### src/rtl/spi_result_tx.sv
// spi_result_tx: SPI slave response engine serialising cost, queued digits or status onto MISO.
module spi_result_tx #(
  parameter int DATA_W     = 8,
  parameter int COST_BYTES = 2,
  parameter int FIFO_DEPTH = 4,
  parameter int DIGIT_W    = 4
) (
  input  logic                             clk,
  input  logic                             n_rst,
  input  logic                             shift_spi,
  input  logic                             ss_n,
  input  logic                             cmd_valid,
  input  logic [DATA_W-1:0]                cmd,
  input  logic                             result_valid,
  input  logic [DIGIT_W-1:0]               result_digit,
  input  logic                             cost_valid,
  input  logic [COST_BYTES*DATA_W-1:0]     cost_value,
  output logic                             miso,
  output logic                             miso_oe,
  output logic [$clog2(FIFO_DEPTH):0]      fifo_count,
  output logic                             overflow,
  output logic                             busy
);
  localparam int CW = $clog2(DATA_W);
  localparam int PW = $clog2(FIFO_DEPTH);
  localparam int NW = PW + 1;
  localparam int WW = $clog2(COST_BYTES) + 1;
  localparam logic [1:0] OP_COST = 2'd1, OP_DIGIT = 2'd2, OP_STATUS = 2'd3;
  typedef enum logic [1:0] {IDLE, WAIT_COST, LOAD, SHIFT} state_t;
  state_t state;
  logic [1:0] op;
  logic [DATA_W-1:0] sreg, cost_word, digit_word, status_word, first_word;
  logic [CW-1:0] bit_cnt;
  logic [WW-1:0] words_left, sel;
  logic [COST_BYTES*DATA_W-1:0] cost_reg;
  logic cost_avail;
  logic [DIGIT_W-1:0] mem [FIFO_DEPTH];
  logic [PW-1:0] wr_ptr, rd_ptr;
  logic [NW-1:0] count;
  logic word_end, done, pop, push, cmd_ok;
  assign word_end = shift_spi && !ss_n && bit_cnt == CW'(DATA_W - 1);
  assign done = state == SHIFT && word_end && words_left == '0;
  assign pop = state == LOAD && op == OP_DIGIT && count != '0;
  assign push = result_valid && (count != NW'(FIFO_DEPTH) || pop);
  assign cmd_ok = cmd_valid && cmd != '0 && cmd < DATA_W'(4);
  // LOAD sends the most significant cost byte; later boundaries pick byte words_left-1
  assign sel = state == LOAD ? WW'(COST_BYTES - 1) : words_left - WW'(1);
  assign cost_word = DATA_W'(cost_reg >> (sel * DATA_W));
  assign digit_word = count != '0 ? DATA_W'(mem[rd_ptr]) : '1;
  assign status_word = {overflow, cost_avail, (DATA_W-2)'(count)};
  assign first_word = op == OP_COST ? cost_word : op == OP_DIGIT ? digit_word : status_word;
  assign miso = ~ss_n & sreg[DATA_W-1];
  assign miso_oe = ~ss_n;
  assign fifo_count = count;
  assign busy = state != IDLE;
  always_ff @(posedge clk or negedge n_rst)
    if (!n_rst) begin
      state <= IDLE;
      op <= '0;
      sreg <= '1;
      bit_cnt <= '0;
      words_left <= '0;
    end else begin
      bit_cnt <= ss_n ? '0 : shift_spi ? (bit_cnt == CW'(DATA_W - 1) ? '0 : bit_cnt + CW'(1)) : bit_cnt;
      if (ss_n && state != IDLE) begin
        state <= IDLE;
        sreg <= '1;
      end else
        case (state)
          IDLE: if (cmd_ok) begin
            op <= cmd[1:0];
            state <= (cmd == DATA_W'(1) && !cost_avail) ? WAIT_COST : LOAD;
          end
          WAIT_COST: state <= (cost_valid && bit_cnt == '0 && !shift_spi) ? LOAD : word_end ? IDLE : WAIT_COST;
          LOAD: begin
            sreg <= first_word;
            words_left <= op == OP_COST ? WW'(COST_BYTES - 1) : '0;
            state <= SHIFT;
          end
          default: if (word_end && words_left != '0) begin
            sreg <= cost_word;
            words_left <= words_left - WW'(1);
          end else if (word_end) begin
            sreg <= '1;
            state <= IDLE;
          end else if (shift_spi)
            sreg <= {sreg[DATA_W-2:0], 1'b1};
        endcase
    end
  // a fresh capture outranks the completion clear so the new value stays readable
  always_ff @(posedge clk or negedge n_rst)
    if (!n_rst) begin
      cost_reg <= '0;
      cost_avail <= 1'b0;
      overflow <= 1'b0;
      wr_ptr <= '0;
      rd_ptr <= '0;
      count <= '0;
    end else begin
      if (cost_valid) cost_reg <= cost_value;
      cost_avail <= cost_valid ? 1'b1 : (done && op == OP_COST) ? 1'b0 : cost_avail;
      overflow <= (result_valid && !push) ? 1'b1 : (done && op == OP_STATUS) ? 1'b0 : overflow;
      if (push) wr_ptr <= wr_ptr + PW'(1);
      if (pop) rd_ptr <= rd_ptr + PW'(1);
      count <= count + NW'(push) - NW'(pop);
    end
  always_ff @(posedge clk)
    if (push) mem[wr_ptr] <= result_digit;
endmodule

### config.mk
export PLATFORM = sky130hd
export DESIGN_NAME = spi_result_tx
export DESIGN_NICKNAME = d
export VERILOG_FILES = /design/src/rtl/spi_result_tx.sv
export SDC_FILE = /design/constraint.sdc
export NUM_CORES = 1
export LEC_CHECK = 0
export BUFFER_PORTS_ARGS = -buffer_cell sky130_fd_sc_hd__clkbuf_2
export CAP_MARGIN = 5
export CORE_ASPECT_RATIO = 0.7
export CORE_MARGIN = 2
export CORE_UTILIZATION = 60
export DETAILED_ROUTE_END_ITERATION = 6
export MAX_ROUTING_LAYER = met4
export PLACE_DENSITY = 0.83
export SKIP_CTS_REPAIR_TIMING = 1
export SYNTH_ARGS = -nofsm -noshare
export SYNTH_HDL_FRONTEND = slang
export SYNTH_SLANG_ARGS = --single-unit
### constraint.sdc
create_clock -name clk -period 4.3 [get_ports clk]
set_input_delay 0.645 -clock clk [delete_from_list [all_inputs] [get_ports clk]]
set_output_delay 0.645 -clock clk [all_outputs]
set_load 0.02 [all_outputs]
* Word-level counts from Yosys, hierarchy flattened
Memory sizes are Yosys's and may differ from the RTL's.
Index checks and enable logic that the tools add are counted.
** Storage, ports and cells
- Flip-flop bits (word level) :: 42
- Memory bits (writable) :: 16
- Output and inout bits :: 7
- Memories kept :: 1
** Memories
- mem :: depth 4, bits a word 4, rd ports 1, clocked after Yosys merged registers in 0, write ports 1, line 37 : logic [DIGIT_W-1:0] mem [FIFO_DEPTH];
** Cells by class
- $add $sub $neg :: 6
- Magnitude comparators :: 1
- Equal/unequal tests :: 12
- Shift operators :: 1
- Multiplexer cells :: 29
- Bitwise operators :: 4
- Reductions and logical operators :: 40
** Operators by type and width (number)
- $mux W8 :: 7
- $logic_and A1 B1 Y1 :: 17
- $mux W2 :: 8
- $pmux W8 S2 :: 1
- $shr A16 B5 Y8 :: 1
- $reduce_bool A2 Y1 :: 6
- $reduce_bool A5 Y1 :: 2
- $mux W3 :: 3
- $reduce_and A3 Y1 :: 3
- $eq A2 B2 Y1 const B :: 4
- $eq A8 B1 Y1 const B :: 1
- $lt A8 B3 Y1 const B :: 1
- $mux W1 :: 8
- $reduce_bool A8 Y1 :: 1
- $ne A3 B3 Y1 const B :: 2
- $pmux W2 S3 :: 1
- $ne A5 B3 Y1 const B :: 1
- $add A2 B1 Y2 const B :: 2
- $eq A2 B1 Y1 const B :: 2
- $logic_not A1 Y1 :: 4
- $logic_not A2 Y1 :: 2
- $pmux W2 S2 :: 1
- $add A3 B1 Y3 :: 1
- $add A3 B1 Y3 const B :: 1
- other kinds (11) :: 13

* Logic depth before layout (Yosys ltp)
- Depth in word-level cells :: 8
- Mapped depth :: 11
- Gate-level depth less buffers :: 10

* Worst setup path before layout
Ideal clock, no wire load.
- Kind :: flip-flop to flip-flop
- From :: register count[2] (netlist: fifo_count[2])
- To :: register count[2] (netlist: fifo_count[2])
- Library setup time :: 0.123 ns
- Arrival time :: 2.153 ns
- Required time :: 4.177 ns
- Path slack :: 2.024 ns
- Cell stages (with the launch flop) :: 9
- Path buffers :: 0
- Clock period less this slack :: 2.276 ns
- Path through :: dfrtp_1 -> nor3_1 -> or3b_2 -> nor2_1 -> ha_1 -> inv_1 -> ha_1 -> fa_1 -> xnor2_1
** On the way
- Cells in the longest elaborated chain, start to end :: 6
- Elaborated cells between the ends (all ways) :: 7
- Classes of those cells :: 2 x add/sub; 1 x eq/ne; 4 x reduce/logical
** Ends and longest elaborated chain
- start, declared :: line 39 : logic [NW-1:0] count;
- start signal, assigned :: line 105 : count <= count + NW'(push) - NW'(pop);
- $reduce_bool A3 Y1 * :: line 43 : assign pop = state == LOAD && op == OP_DIGIT && count != '0;
- $logic_and A1 B1 Y1 * :: line 43
- net pop :: line 40 : logic word_end, done, pop, push, cmd_ok;
- $logic_or A1 B1 Y1 :: line 44 : assign push = result_valid && (count != NW'(FIFO_DEPTH) || pop);
- $logic_and A1 B1 Y1 :: line 44
- $add A3 B1 Y3 :: line 105
- $sub A3 B1 Y3 * :: line 105
Mark *: on every way through the listed nets, which the timed path passes. The rest lies on a longest branch.
A chain may end at the register's enable or synchronous reset.

* Final worst setup path
- From :: register state[0]
- To :: register count[2] (netlist: fifo_count[2])
** On the way
- Cells in the longest elaborated chain, start to end :: 7
** Ends and longest elaborated chain
- start, declared :: line 30 : state_t state;
- start signal, assigned :: line 72 : state <= (cmd == DATA_W'(1) && !cost_avail) ? WAIT_COST : LOAD;
- start signal, assigned :: line 74 : WAIT_COST: state <= (cost_valid && bit_cnt == '0 && !shift_spi) ? LOAD : word_end ? IDLE : WAIT_COST;
- $eq A2 B2 Y1 * :: line 43
- $logic_and A1 B1 Y1 * (2 in a row) :: line 43
- $logic_or A1 B1 Y1 :: line 44
- $logic_and A1 B1 Y1 :: line 44
- $add A3 B1 Y3 :: line 105
- $sub A3 B1 Y3 * :: line 105
Every way passes the cells marked *; elsewhere a longest branch is shown, timed or not.

==> flow_summary_export.csv <==
group,metric,value,unit
pwr,ir_worst_vdd,0.411,mV
sta,tightest_slew,1030,ps
detailed_routing,final_antenna_net_count,0,
global_route,antenna_found_initial,0,
logic_synthesis,syn_area,2960,um2
sta,relSlewSlack,0.313,
finish,syn2layout_area_growth,14.8,%
critical_path,worstReg2RegEnd,"fifo_count[2]",
sta,hold_slack,473,ps
logic_synthesis,synth-edff-count,16,
detailed_routing,drc,0,
logic_synthesis,syn_nets,310,
job,maxCapViolCount,0,
critical_path,path_class,"reg2reg",
sta,rsz0062_at_grt,"no",
critical_path,crit_path_start_kind,"flip-flop",
global_route,grt_usage,0.268,
min_path,hp-class,"in2async",
placed_design,place_area,3190,um2
floorplanning,start_util,0.623,
critical_path,r2r_cells,10,
pwr,finalPower,0.00178,W
finish,mostFrequentLayoutCell,"clkbuf_2",
critical_path,arrival,2950,ps
pwr,p_leak,1.45,nW
placed_design,gp_congestion,0.878,
logic_synthesis,yosysSeqAreaShare,0.520,
detailed_routing,wl_per_cell,17.0,um
sta,hold_violations,0,
logic_synthesis,yosys_warnings,0,
clocking,cts_max_level,3,
run_status,outcome,"finished clean",
clocking,cts_buffers,9,
clocking,clk_path_buf_depth,2,
global_route,overflow,0,
logic_synthesis,synth-seq-cells,58,
detailed_routing,drt-initial-drc-count,253,
global_route,grt_pass1_wl,10700,um
sta,skew,6.78,ps
logic_synthesis,synthCells,264,
clocking,cts_root_buf,"clkbuf_8",
global_route,grt_start_max_net_pins,43,
critical_path,rr_startpoint,"state[0]",
finish,fin_area,3400,um2
logic_synthesis,syn_avg_cell_area,11.2,um2
pwr,powerDensity,523,nW/um2
floorplanning,die_x,88.0,um
floorplanning,dieArea,5530,um2
floorplanning,num_io_pins,42,
placed_design,portBuffers,41,
detailed_routing,firstDrtPassIters,5,
logic_synthesis,synth_cell_types,49,
clocking,clkTransAtPathRegs,70,ps
logic_synthesis,synthFlopType,"dfrtp_1",
sta,period_share,0.632,
critical_path,worstPathRequired,4530,ps
critical_path,regToRegSetupSlack,1580,ps
sta,finalSetupViolations,0,
detailed_routing,finalWirelength,6360,um
detailed_routing,vias_per_cell,5.95,
finish,antennaDiodeCount,0,
clocking,cts_tree,"built",
critical_path,crit_fanout,21,
clocking,clk_latency,340,ps
floorplanning,core,4760,um2
finish,final_cell_mix,"clkbuf_2 (41), dfrtp_1 (34), o21ai_0 (24)",
sta,timing.fmax,0.368,GHz
global_route,grt_pass1_vias,2190,
sta,setup_tns,0,ps
floorplanning,rows,21,
critical_path,cp-end-kind,"flip-flop",
detailed_routing,vias,2230,
sta,slew_violations,0,
sta,min_period,2720,ps
placed_design,dpl.hpwl,4540,um
clocking,clock-sinks,58,
finish,drive_above_1_share,0.291,
logic_synthesis,synth-async-reset-ratio,0.724,
floorplanning,fp.dieH,62.8,um
finish,nets,347,
[cell type report]
class | count | area (um2)
Sequential cell | 58 | 1540
Fill cell | 330 | 1350
Multi-Input combinational cell | 175 | 1290
Timing Repair Buffer | 41 | 205
Clock buffer | 10 | 138
Tap cell | 69 | 86.3
Clock inverter | 6 | 80.1
Inverter | 16 | 60.1
[report_power, final]
group	internal (W)	total (W)	switching, W
Sequential	0.000690	0.000795	0.000105
Combinational	0.000200	0.000435	0.000235
Clock	0.000337	0.000551	0.000214
[metal layers]
layer  GRT usage  vias up  share of wire  wire, um
li1            -     1036              -         -
met1       0.385     1063           0.45      2890
met2       0.367      118           0.44      2800
met3      0.0779       13          0.094       601
met4      0.0947        0          0.011        72
met5           -        -              0         0
[stage by stage]
| step | worst slack (ps) | utilization | cells |
|---|---|---|---|
| global placement | 1750 | 0.670 | 359 |
| global route | 1510 | 0.716 | 375 |
| detailed placement | 1630 | 0.670 | 359 |
| floorplan | 2020 | - | 264 |
| finish | 1580 | 0.716 | 375 |
| CTS | 1620 | 0.716 | 375 |
[worst max-delay path by stage]
stage,cells after the start,to,from
floorplan,8,fifo_count[2],fifo_count[2]
global placement,10,fifo_count[2],state[0]
CTS,10,fifo_count[2],state[0]
finish,10,fifo_count[2],state[0]
global route,10,fifo_count[2],state[0]
detailed placement,10,fifo_count[2],state[0]
[Yosys cell counts (4+ instances only)]
cell type | count | area (um2)
clkbuf_1 | 8 | 30.0
o21ai_0 | 24 | 120
mux2_2 | 15 | 169
buf_2 | 4 | 20.0
nor3_1 | 8 | 40.0
nand2_1 | 23 | 86.3
nor2b_1 | 5 | 31.3
ha_1 | 10 | 125
mux2i_1 | 6 | 60.1
and3_1 | 4 | 25.0
inv_1 | 16 | 60.1
o221ai_1 | 5 | 43.8
dfrtp_1 | 34 | 851
mux4_2 | 4 | 90.1
a22o_1 | 4 | 35.0
dfstp_2 | 8 | 210
nand3_1 | 5 | 25.0
edfxtp_1 | 16 | 480
nor2_1 | 10 | 37.5
a21oi_1 | 12 | 60.1
[kinds of logic (layout without fill, tap and decap cells)]
group / after synthesis / in the layout / share of synthesized area
flip-flops: 58 / 58 / 0.520
adder cells (fa/ha/maj): 11 / 11 / 0.0490
buffers and inverters: 31 / 73 / 0.0439
multiplexers: 26 / 26 / 0.113
AND/OR/NAND/NOR: 71 / 71 / 0.128
AO/OA/AOI/OAI: 62 / 62 / 0.132
XOR/XNOR: 5 / 5 / 0.0148
[critical path: stages, from the launching register on]
cell and delay [ps]:
dfrtp_1 520, nand2b_4 330, nor3b_2 90, or4b_4 530, and2_4 200, inv_1 50
ha_1 110, inv_1 40, ha_1 180, fa_1 390, xnor2_1 150
(Power assumes the default switching activity.)
